**src/rtl/cd_multi_divider.sv**
```systemverilog
// Multi-channel programmable clock divider with glitch-free divisor reload at
// period boundaries and a global sync that restarts all running channels in phase.
module cd_multi_divider #(
    parameter int unsigned N_CH      = 4,
    parameter int unsigned WIDTH     = 32,
    parameter int unsigned RESET_DIV = 2
) (
    input  logic                                    clk,
    input  logic                                    rst,
    input  logic [N_CH-1:0]                         en,
    input  logic                                    wr_en,
    input  logic [((N_CH > 1) ? $clog2(N_CH) : 1)-1:0] wr_ch,
    input  logic [WIDTH-1:0]                        wr_div,
    input  logic                                    sync,
    output logic [N_CH-1:0]                         clkout,
    output logic [N_CH-1:0]                         tick
);

    localparam int unsigned CH_W = (N_CH > 1) ? $clog2(N_CH) : 1;

    localparam logic [0:0] ST_IDLE = 1'b0;
    localparam logic [0:0] ST_RUN  = 1'b1;

    localparam logic [WIDTH-1:0] DIV_RST = WIDTH'(RESET_DIV);
    localparam logic [WIDTH-1:0] ONE     = WIDTH'(1);
    localparam logic [WIDTH-1:0] TWO     = WIDTH'(2);

    for (genvar gi = 0; gi < N_CH; gi++) begin : g_ch
        logic [0:0]       state_q, state_d;
        logic [WIDTH-1:0] sh_q, sh_d;
        logic [WIDTH-1:0] act_q, act_d;
        logic [WIDTH-1:0] cnt_q, cnt_d;
        logic             clk_q, clk_d;
        logic             tick_q, tick_d;

        logic             wr_hit_c;
        logic             running_c;
        logic             last_c;
        logic [WIDTH-1:0] act_m1_c;
        logic [WIDTH:0]   half_c;

        // Per-channel helpers; half is computed one bit wider so act=2**WIDTH-1 cannot wrap.
        always_comb begin
            wr_hit_c  = wr_en && (32'(wr_ch) == 32'(gi));
            running_c = en[gi] && (act_q >= TWO);
            act_m1_c  = act_q - ONE;
            last_c    = (cnt_q == act_m1_c);
            half_c    = ({1'b0, act_q} + (WIDTH+1)'(1)) >> 1;
        end

        // Next-state and output decode for one channel.
        always_comb begin
            state_d = state_q;
            sh_d    = wr_hit_c ? wr_div : sh_q;
            act_d   = act_q;
            cnt_d   = cnt_q;
            clk_d   = clk_q;
            tick_d  = tick_q;

            if (!running_c) begin
                state_d = ST_IDLE;
                act_d   = sh_d;
                cnt_d   = '0;
                clk_d   = 1'b0;
                tick_d  = 1'b0;
            end else if (sync || (state_q == ST_IDLE)) begin
                // Start from idle or phase restart; sync also picks up a pending divisor.
                state_d = ST_RUN;
                if (sync) begin
                    act_d = sh_d;
                end
                cnt_d   = '0;
                clk_d   = 1'b1;
                tick_d  = 1'b0;
            end else begin
                state_d = ST_RUN;
                cnt_d   = last_c ? '0 : (cnt_q + ONE);
                if (last_c) begin
                    act_d = sh_d;
                end
                clk_d   = ({1'b0, cnt_d} < half_c);
                tick_d  = (cnt_d == act_m1_c);
            end
        end

        always_ff @(posedge clk) begin
            if (rst) begin
                state_q <= ST_IDLE;
                sh_q    <= DIV_RST;
                act_q   <= DIV_RST;
                cnt_q   <= '0;
                clk_q   <= 1'b0;
                tick_q  <= 1'b0;
            end else begin
                state_q <= state_d;
                sh_q    <= sh_d;
                act_q   <= act_d;
                cnt_q   <= cnt_d;
                clk_q   <= clk_d;
                tick_q  <= tick_d;
            end
        end

        assign clkout[gi] = clk_q;
        assign tick[gi]   = tick_q;
    end

endmodule

```
**config.mk**
```make
export PLATFORM = sky130hd
export DESIGN_NAME = cd_multi_divider
export DESIGN_NICKNAME = d
export VERILOG_FILES = /design/src/rtl/cd_multi_divider.sv
export SDC_FILE = /design/constraint.sdc
export NUM_CORES = 1
export LEC_CHECK = 0
export CAP_MARGIN = 5
export CORE_ASPECT_RATIO = 1.5
export CORE_MARGIN = 1
export CORE_UTILIZATION = 45
export DETAILED_ROUTE_END_ITERATION = 16
export PLACE_DENSITY = 0.72
export SLEW_MARGIN = 25
export SYNTH_ARGS = -nofsm -noshare
export SYNTH_HDL_FRONTEND = slang
export SYNTH_SLANG_ARGS = --single-unit
```
**constraint.sdc**
```tcl
create_clock -name clk -period 9.3 [get_ports clk]
set_clock_uncertainty 0.2 [all_clocks]
set_input_delay 1.86 -clock clk [delete_from_list [all_inputs] [get_ports clk]]
set_output_delay 1.86 -clock clk [all_outputs]
set_load 0.01 [all_outputs]
```
### Yosys cells after proc, flatten, opt, wreduce, memory -nomap -nowiden

Index checks and enable logic that the tools add are counted.

* ROM bits: 0
* input port bits: 42
* memories kept: 0
* register bits after elaboration: 396
* logic and storage cells: 128
* output and inout bits: 8
* memory bits (writable): 0
* latch bits: 0

* divide/modulo/power cells: 0
* eq/ne operators: 19
* add/subtract/negate cells: 12
* $lt $le $gt $ge: 8
* reductions and logical operators: 25
* multiplexer cells: 32
* bitwise logic cells: 8
* shift-type cells: 0
* multipliers: 0

Operators with widths (count)
* two-way mux 32 bit: 24
* == test 32 bit: 8
* adder 32 x 1 -> 33 bit (second input constant): 4
* adder 32 x 1 -> 32 bit (second input constant): 4
* greater-or-equal comparator 32 x 2 -> 1 bit (second input constant): 4
* less-than comparator 32 bit: 4
* subtractor 32 x 1 -> 32 bit (second input constant): 4
* inequality test 3 x 1 -> 1 bit (second input constant): 4
* inequality test 3 bit (second input constant): 4
* OR reduction 3 bit: 4
* logical AND 1 bit: 8
* two-way mux 1 bit: 8
* inverter 1 bit: 8
* AND reduction 2 bit: 4
* OR reduction 2 bit: 4
* == test 2 bit (second input constant): 2
* logical OR 1 bit: 4
* == test 2 x 1 -> 1 bit (second input constant): 1
* zero test 2 bit: 1

### Longest topological paths before layout

Gate-level depths: netlist (run 1).

* word-level depth: 6
* depth in mapped cells: 27

### Worst setup path before layout (run 1)

Ideal clock, no wire load.

* kind: register -> register
* start: reg g_ch[0].act_q[0]
* end: reg g_ch[0].clk_q
* path slack: 3.573 ns
* stages on the path, launching flop included: 21
* required time: 8.985 ns
* library setup time: 0.115 ns
* arrival time: 5.413 ns
* clock period less this slack: 5.727 ns
* cells stage by stage: dfxtp_1 -> inv_1 -> ha_1 -> nor4b_2 -> nand4_1 -> or4_4 -> xor2_1 -> xnor2_1 -> or4_1 -> or4_1 -> nor2_2 -> clkbuf_1 -> nor2_1 -> ha_1 -> nand4_1 -> or4_1 -> a2111oi_0 -> nand2_1 -> o211ai_1 -> a21oi_1 -> o21a_1

* word-level cells in the longest chain between the ends: 5
* elaborated cells between the ends (all ways): 10
* classes of those cells: 2 x add/sub; 2 x order compare; 1 x eq/ne; 2 x mux; 1 x bitwise; 2 x reduce/logical

Ends and longest elaborated chain
* from (decl): line 31 `logic [WIDTH-1:0] act_q, act_d;`
* from (signal assigned): line 97 `act_q <= act_d;`
* subtractor 32 x 1 -> 32 bit: line 46 `act_m1_c = act_q - ONE;`
* == test 32 bit: line 47 `last_c = (cnt_q == act_m1_c);`
* two-way mux 32 bit: line 77 `cnt_d = last_c ? '0 : (cnt_q + ONE);`
* less-than comparator 32 bit: line 81 `clk_d = ({1'b0, cnt_d} < half_c);`
* two-way mux 1 bit: line 66 `end else if (sync || (state_q == ST_IDLE)) begin`
* to (signal assigned): line 99 `clk_q <= clk_d;`
* to (decl): line 33 `logic clk_q, clk_d;`

Parallel ways exist; a longest one is shown, timed or not.
A chain may end at the register's enable or synchronous reset.

### Worst setup path after layout (run 1)

Ends and elaborated chain as after synthesis.

==> results of run 1 <==
[state kept, by name (all words and copies together) (netlist names)]
name and count:
g_ch.act_q 128, g_ch.clk_q 4, g_ch.cnt_q 128, g_ch.state_q 4, g_ch.tick_q 4, g_ch.sh_q 128
[synth_stat cells, types with 19 or more instances]
cell type,count,area [um2]
and3_1,55,344.1
nor2b_1,39,244.0
mux2i_1,142,1421
nand4_1,116,725.7
ha_1,140,1752
a21o_1,31,232.7
o211ai_1,21,157.7
a211oi_2,30,375.4
a211oi_1,106,795.8
nor4_1,70,437.9
or4_1,24,180.2
xnor2_1,267,2338
nor2_1,668,2507
inv_1,67,251.5
a21oi_1,65,325.3
xor2_1,238,2085
or3_1,36,225.2
nor3_1,118,590.6
nand2b_1,52,325.3
nand2_1,209,784.5
buf_1,30,112.6
o22ai_1,19,118.9
clkbuf_1,189,709.4
nand3_1,130,650.6
o21ai_0,69,345.3
buf_2,52,260.3
and4_1,22,192.7
dfxtp_1,396,7928
[routing by layer]
metal	up-vias	wire, um	global-route usage (%)
met5	-	28	0
met4	4	7261	19.94
met3	323	4606	3.229
met2	888	45550	48.34
met1	12625	36290	31.53
li1	12900	-	-
[stage by stage]
stage	cells	setup WS (ns)	power (mW)	hold WS [ns]
after floorplan	3742	3.573	2.351	0.2422
after global placement	4393	2.441	2.539	0.2590
after detailed placement	4393	2.351	2.545	0.2707
after CTS	4463	2.329	4.287	0.2867
after global routing	4464	1.883	4.426	0.3003
final	4464	2.233	4.262	0.2879
[where the power goes]
part,internal [mW],leakage [nW],switching [mW]
sequential,1.75,3.22,0.121
clock,1.01,0.675,0.723
combinational,0.263,8.50,0.392
[worst max-delay path by stage]
stage	to	cells after the start
after floorplan	g_ch[0].clk_q$_SDFF_PP0_	20
after global placement	g_ch[0].clk_q$_SDFF_PP0_	20
after detailed placement	g_ch[0].clk_q$_SDFF_PP0_	20
after CTS	g_ch[0].clk_q$_SDFF_PP0_	20
after global routing	g_ch[0].clk_q$_SDFF_PP0_	20
final	g_ch[0].clk_q$_SDFF_PP0_	20
[worst reg2reg max path: stages, from the launching register on]
cell and delay [ns]:
dfxtp_1 0.38, inv_1 0.15, ha_1 0.27, nor4b_2 0.46
nand4_1 0.36, or4_4 0.55, xor2_1 0.31, xnor2_1 0.09
or4_1 0.58, or4_1 0.62, nor2_2 0.59, buf_4 0.37
nor2_1 0.09, ha_1 0.31, nand4_1 0.15, or4_1 0.62
a2111oi_0 0.44, nand2_1 0.12, o211ai_1 0.11, a21oi_1 0.06
o21a_1 0.12
[area by class of cell]
| class | count | area, um2 | share of cell area, % |
|---|---|---|---|
| multi-input cells | 2989 | 20290 | 64.20 |
| flip-flops and latches | 396 | 7928 | 25.09 |
| repair buffers | 70 | 656.9 | 2.079 |
| diodes | 1 | 2.502 | 0.007919 |
| clock buffers | 48 | 1061 | 3.358 |
| well taps | 870 | 1089 | 3.445 |
| inverters | 68 | 255.2 | 0.8077 |
| clock inverters | 22 | 320.3 | 1.014 |
[logic make-up after synthesis]
kind of cell,count (synthesis),synth area share [%]
muxes,146,4.948
xor gates and xnor gates,520,16.07
AOI/OAI and AO/OA,529,13.46
adders and majority gates,140,5.911
DFF,396,26.75
buffers and inverters,357,5.033
and+or+nand+nor,1654,27.83
==> results.md, run 1 <==
- Die Y: 316.3 um
- PwrDens: 134.9 nW/um2
- Largest net degree at the start of global routing: 115
- Post-Syn Area: 29,630 um2
- Outcome: complete, no violations
- DP HPWL: 72,120 um
- Longest Clk Path Bufs: 3
- Max capacitance violation total: 0
- Synth Net Count: 3,924
- R2R depth: 20
- DRC Markers: 0
- Die ar.: 66,910 um2
- Final setup fails: 0
- Initial detailed-routing violation count: 2,375
- Fillers: 6,425
- Min-Delay Startpoint: g_ch[3].sh_q[1]$_SDFF_PP1_
- Utilization after layout: 48.80%
- FF-to-FF Start: g_ch[0].act_q[0]$_SDFFE_PP0P_
- Root Buffer: clkbuf_16
- Data arrival time of the critical path: 7.33 ns
- WP buf/inv: 2
- Synth warn: 0
- Seq cells post-synth: 396
- Syn-to-layout area delta: 6.633%
- Max Transition Viols Final: 0
- CP Cell Sequence: inv_1 -> ha_1 -> nor4b_2 -> nand4_1 -> or4_4 -> xor2_1 -> xnor2_1 -> or4_1 -> or4_1 -> nor2_2 -> buf_4 -> nor2_1 -> ha_1 -> nand4_1 -> or4_1 -> a2111oi_0 -> nand2_1 -> o211ai_1 -> a21oi_1 -> o21a_1
- Total track usage: 27.82%
- Post-synthesis sequential area ratio: 26.75%
- Worst hold stages: 2
- Placer Congestion: 1.003
- CTS sink count: 396
- Distinct cells, synth: 98
- DR vias/cell: 5.990
- Buffers on Ports: 49
- CTS tree: yes
- Worst path required time: 9.57 ns
- Commonest non-fill, non-tap cell in the layout: nor2_1
- Number of synthesized flops with an enable pin: 0
- RSZ-0062 raised after global routing: no
- Worst setup EP type: flip-flop
- Final wirelength: 93,740 um
- CP peak stage delay: 0.62 ns
- Cts repair resizes: 0
- Fraction of layout cells with a size suffix above 1: 5.038%
- R2R Setup Slk: 2.23 ns
- Worst-skew pair later-pin latency: 0.60 ns
- Clk slew on worst S/H paths: 0.06 ns
- Static leakage: 12.40 nW
- Hold EP: g_ch[3].sh_q[1]$_SDFF_PP1_
- Crit path from: g_ch[0].act_q[0]$_SDFFE_PP0P_
- Vias in the first global route: 25,586
- Final TNS setup: 0 ns
- Top_reg_cell synth: dfxtp_1
- Finished Cell Area: 31,600 um2
- CP delay by family, top: simple AND/OR/NAND/NOR gates
- Layout net count: 3,746
- Die W: 211.5 um
- Worst path most repeated cell: or4_1
- Hold Violations, Final: 0
- Worst Hold Class: reg -> reg
- Startpoint Class: flip-flop
- Critical setup path kind: reg -> reg
- Vias: 26,740
- Worst VDD drop: 136.6 uV
- Syn Area/Cell: 7.919 um2
- FP Rows: 114
- Fin crit share: 75.99%
- H-tree Lvls: 2
- Remaining Overflow, GRT: 0
- First-pass GRT wire length: 145,200 um
- CP max stage cell: or4_1
- Initial Utilization: 45.76%
- Actual slew at the worst max-slew pin: 1.050 ns
- Slew HR: 29.02%
- Initial antenna violation count: 3
- CP max FO: 18
- Post-CTS Hold Fix Bufs: 0
- Ys async rst share: 0%
- Routed Antenna Nets: 0
- Synth Instances: 3,742
- Max Clock Freq: 0.1415 GHz
- Detailed-route wire length per cell: 21.00 um
- Most frequent cells in the layout: nor2_1 (668), dfxtp_1 (396), xnor2_1 (267), xor2_1 (238), nand2_1 (208)
- Cts bufs inserted: 39
- DRT Pass-1 Iters: 6
- Placed cell areas: 30,180 um2
- R2R Path End: g_ch[0].clk_q$_SDFF_PP0_
- Post-CTS Setup Inserts: 0
- Number of I/O pins: 50
- Core area: 64,760 um2
- Final min period: 7.067 ns
Power figures use the tool's default switching activity.
==> inputs of run 2 (changes only) <==
--- a/config.mk
+++ b/config.mk
@@ -10,7 +10,7 @@
 export CORE_MARGIN = 1
 export CORE_UTILIZATION = 45
 export DETAILED_ROUTE_END_ITERATION = 16
-export PLACE_DENSITY = 0.72
+export PLACE_DENSITY = 0.74
 export SLEW_MARGIN = 25
 export SYNTH_ARGS = -nofsm -noshare
 export SYNTH_HDL_FRONTEND = slang
==> constraint.sdc (replaced) <==
create_clock -name clk -period 6.3 [get_ports clk]
set_clock_uncertainty 0.2 [all_clocks]
set_input_delay 1.26 -clock clk [delete_from_list [all_inputs] [get_ports clk]]
set_output_delay 1.26 -clock clk [all_outputs]
set_load 0.01 [all_outputs]
==> run 2 against run 1 <==
Net effect:
- worst hold slack got worse by 0.0099 ns
- register-to-register slack got worse by 1.9 ns
- global-route usage rose by 0.095 points
- fmax rose by 18%
- count of clock-buffer cells in the layout rose by 5
- sequential share of layout area fell by 0.52 points
- critical path depth rose by 5
- wire length rose by 0.32%
- cell area rose by 2.1%
- cell count rose by 1.9%
- sequential power rose by 45%
==> results.md, run 2 (same netlist as run 1, synthesis figures left out) <==
- Number of I/O pins: 50
- Static leakage: 12.78 nW
- Syn-to-layout area delta: 8.905%
- Hold Violations, Final: 0
- Final min period: 6.001 ns
- Max capacitance violation total: 0
- Buffers on Ports: 49
- DP HPWL: 73,050 um
- R2R Setup Slk: 0.30 ns
- Largest net degree at the start of global routing: 112
- Max Transition Viols Final: 0
- DRT Pass-1 Iters: 5
- Die Y: 316.3 um
- First-pass GRT wire length: 146,400 um
- Cts bufs inserted: 40
- CP max FO: 19
- Layout net count: 3,828
- Die ar.: 66,910 um2
- Worst-skew pair later-pin latency: 0.60 ns
- Initial Utilization: 45.76%
- Routed Antenna Nets: 0
- Crit path from: g_ch[0].act_q[0]$_SDFFE_PP0P_
- Die W: 211.5 um
- Min-Delay Startpoint: g_ch[0].sh_q[1]$_SDFF_PP1_
- Vias: 27,166
- CP max stage cell: or4b_2
- Longest Clk Path Bufs: 3
- R2R Path End: g_ch[0].clk_q$_SDFF_PP0_
- Final setup fails: 0
- Final wirelength: 94,040 um
- ANT cells: 0
- PwrDens: 195.6 nW/um2
- Total track usage: 27.91%
- Commonest non-fill, non-tap cell in the layout: nor2_1
- WP buf/inv: 3
- Outcome: complete, no violations
- Vias in the first global route: 25,957
- Critical setup path kind: reg -> reg
- CP peak stage delay: 0.68 ns
- FF-to-FF Start: g_ch[0].act_q[0]$_SDFFE_PP0P_
- R2R depth: 25
- Max Clock Freq: 0.1666 GHz
- Detailed-route wire length per cell: 20.68 um
- Top Registers: g_ch.act_q x128, g_ch.cnt_q x128, g_ch.sh_q x128
- RSZ-0062 raised after global routing: no
- Slew HR: 31.45%
- H-tree Lvls: 2
- Fraction of layout cells with a size suffix above 1: 7.343%
- Placer Congestion: 1.021
- Actual slew at the worst max-slew pin: 1.019 ns
- Worst path required time: 6.65 ns
- Worst Hold Class: reg -> reg
- Final TNS setup: 0 ns
- CTS tree: yes
- Worst setup EP type: flip-flop
- FP Rows: 114
- Placed cell areas: 30,820 um2
- CP delay by family, top: simple AND/OR/NAND/NOR gates
- CTS sink count: 396
- Finished Cell Area: 32,270 um2
- Most frequent cells in the layout: nor2_1 (668), dfxtp_1 (396), xnor2_1 (267), xor2_1 (238), nand2_1 (209)
- Fin crit share: 95.26%
- Initial antenna violation count: 0
- Remaining Overflow, GRT: 0
- Data arrival time of the critical path: 6.35 ns
- Worst hold stages: 2
- DR vias/cell: 5.974
- Post-CTS Hold Fix Bufs: 0
- Worst VDD drop: 156.3 uV
- DRC Markers: 0
- Startpoint Class: flip-flop
- Initial detailed-routing violation count: 2,209
- Clk slew on worst S/H paths: 0.07 ns
- Root Buffer: clkbuf_16
- Hold EP: g_ch[0].sh_q[1]$_SDFF_PP1_
- Core area: 64,760 um2
## run 2: cell types whose count changed in the layout (fill, tap and decap cells not counted), sizes merged
cell / change
clkbuf: +5
diode: -1
buf: +81
clkinv: -6
bufinv: -4
clkinvlp: +8
## run 2: cell type report
cell class / count / area [um2]
Clock buffer: 53 / 1152
Fill cell: 6389 / 32480
Inverter: 68 / 255.2
Sequential cell: 396 / 7928
Tap cell: 870 / 1089
Multi-Input combinational cell: 2989 / 20310
Clock inverter: 20 / 226.5
Timing Repair Buffer: 151 / 1315
## run 2: metal layers
layer	global-route usage (%)	part of all wire, %	routed length, um	vias to the layer above
met4	20.17	8.0	7545	0
met3	3.456	4.9	4585	338
met5	0	0	0	-
li1	-	-	-	13080
met1	31.43	39	36260	12796
met2	48.52	49	45650	952
## run 2: power by group
part / leakage (nW) / switching, mW / internal [mW]
clock network: 0.642 / 1.11 / 1.43
logic: 8.92 / 0.640 / 0.424
registers: 3.22 / 0.133 / 2.58
total: 12.8 / 1.88 / 4.43
## run 2: tightest hold or removal path, delay by kind of cell, from the launching register on
kind | cells | cell delay [ns]
flops | 1 | 0.31
mux | 1 | 0.07
simple gates | 1 | 0.07
## run 2: how the worst max path moves through the flow
stage                     slack, ns  cells past startpoint                  endpoint
after detailed placement       0.17                     20  g_ch[0].clk_q$_SDFF_PP0_
after global routing          0.003                     25  g_ch[0].clk_q$_SDFF_PP0_
after floorplan                0.57                     20  g_ch[0].clk_q$_SDFF_PP0_
after global placement         0.06                     15  g_ch[3].clk_q$_SDFF_PP0_
after CTS                      0.14                     20  g_ch[0].clk_q$_SDFF_PP0_
final                          0.30                     25  g_ch[0].clk_q$_SDFF_PP0_
## run 2: repair_timing
action | 4_1_cts | 5_1_grt
endpoints found under the setup margin | 0 | 3
resized for setup | 0 | 11
setup buffers | 0 | 2
## run 2: per-stage QoR
step / hold WS (ns) / instances / total power [mW] / util, % / setup WS, ns
after floorplan: 0.2422 / 3742 / 3.470 / - / 0.5726
after global placement: 0.2600 / 4472 / 3.793 / 47.59 / 0.06170
after detailed placement: 0.2651 / 4472 / 3.803 / 47.59 / 0.1670
after CTS: 0.2821 / 4545 / 6.342 / 49.72 / 0.1438
after global routing: 0.3136 / 4547 / 6.538 / 49.84 / 0.003288
final: 0.2780 / 4547 / 6.314 / 49.84 / 0.2989
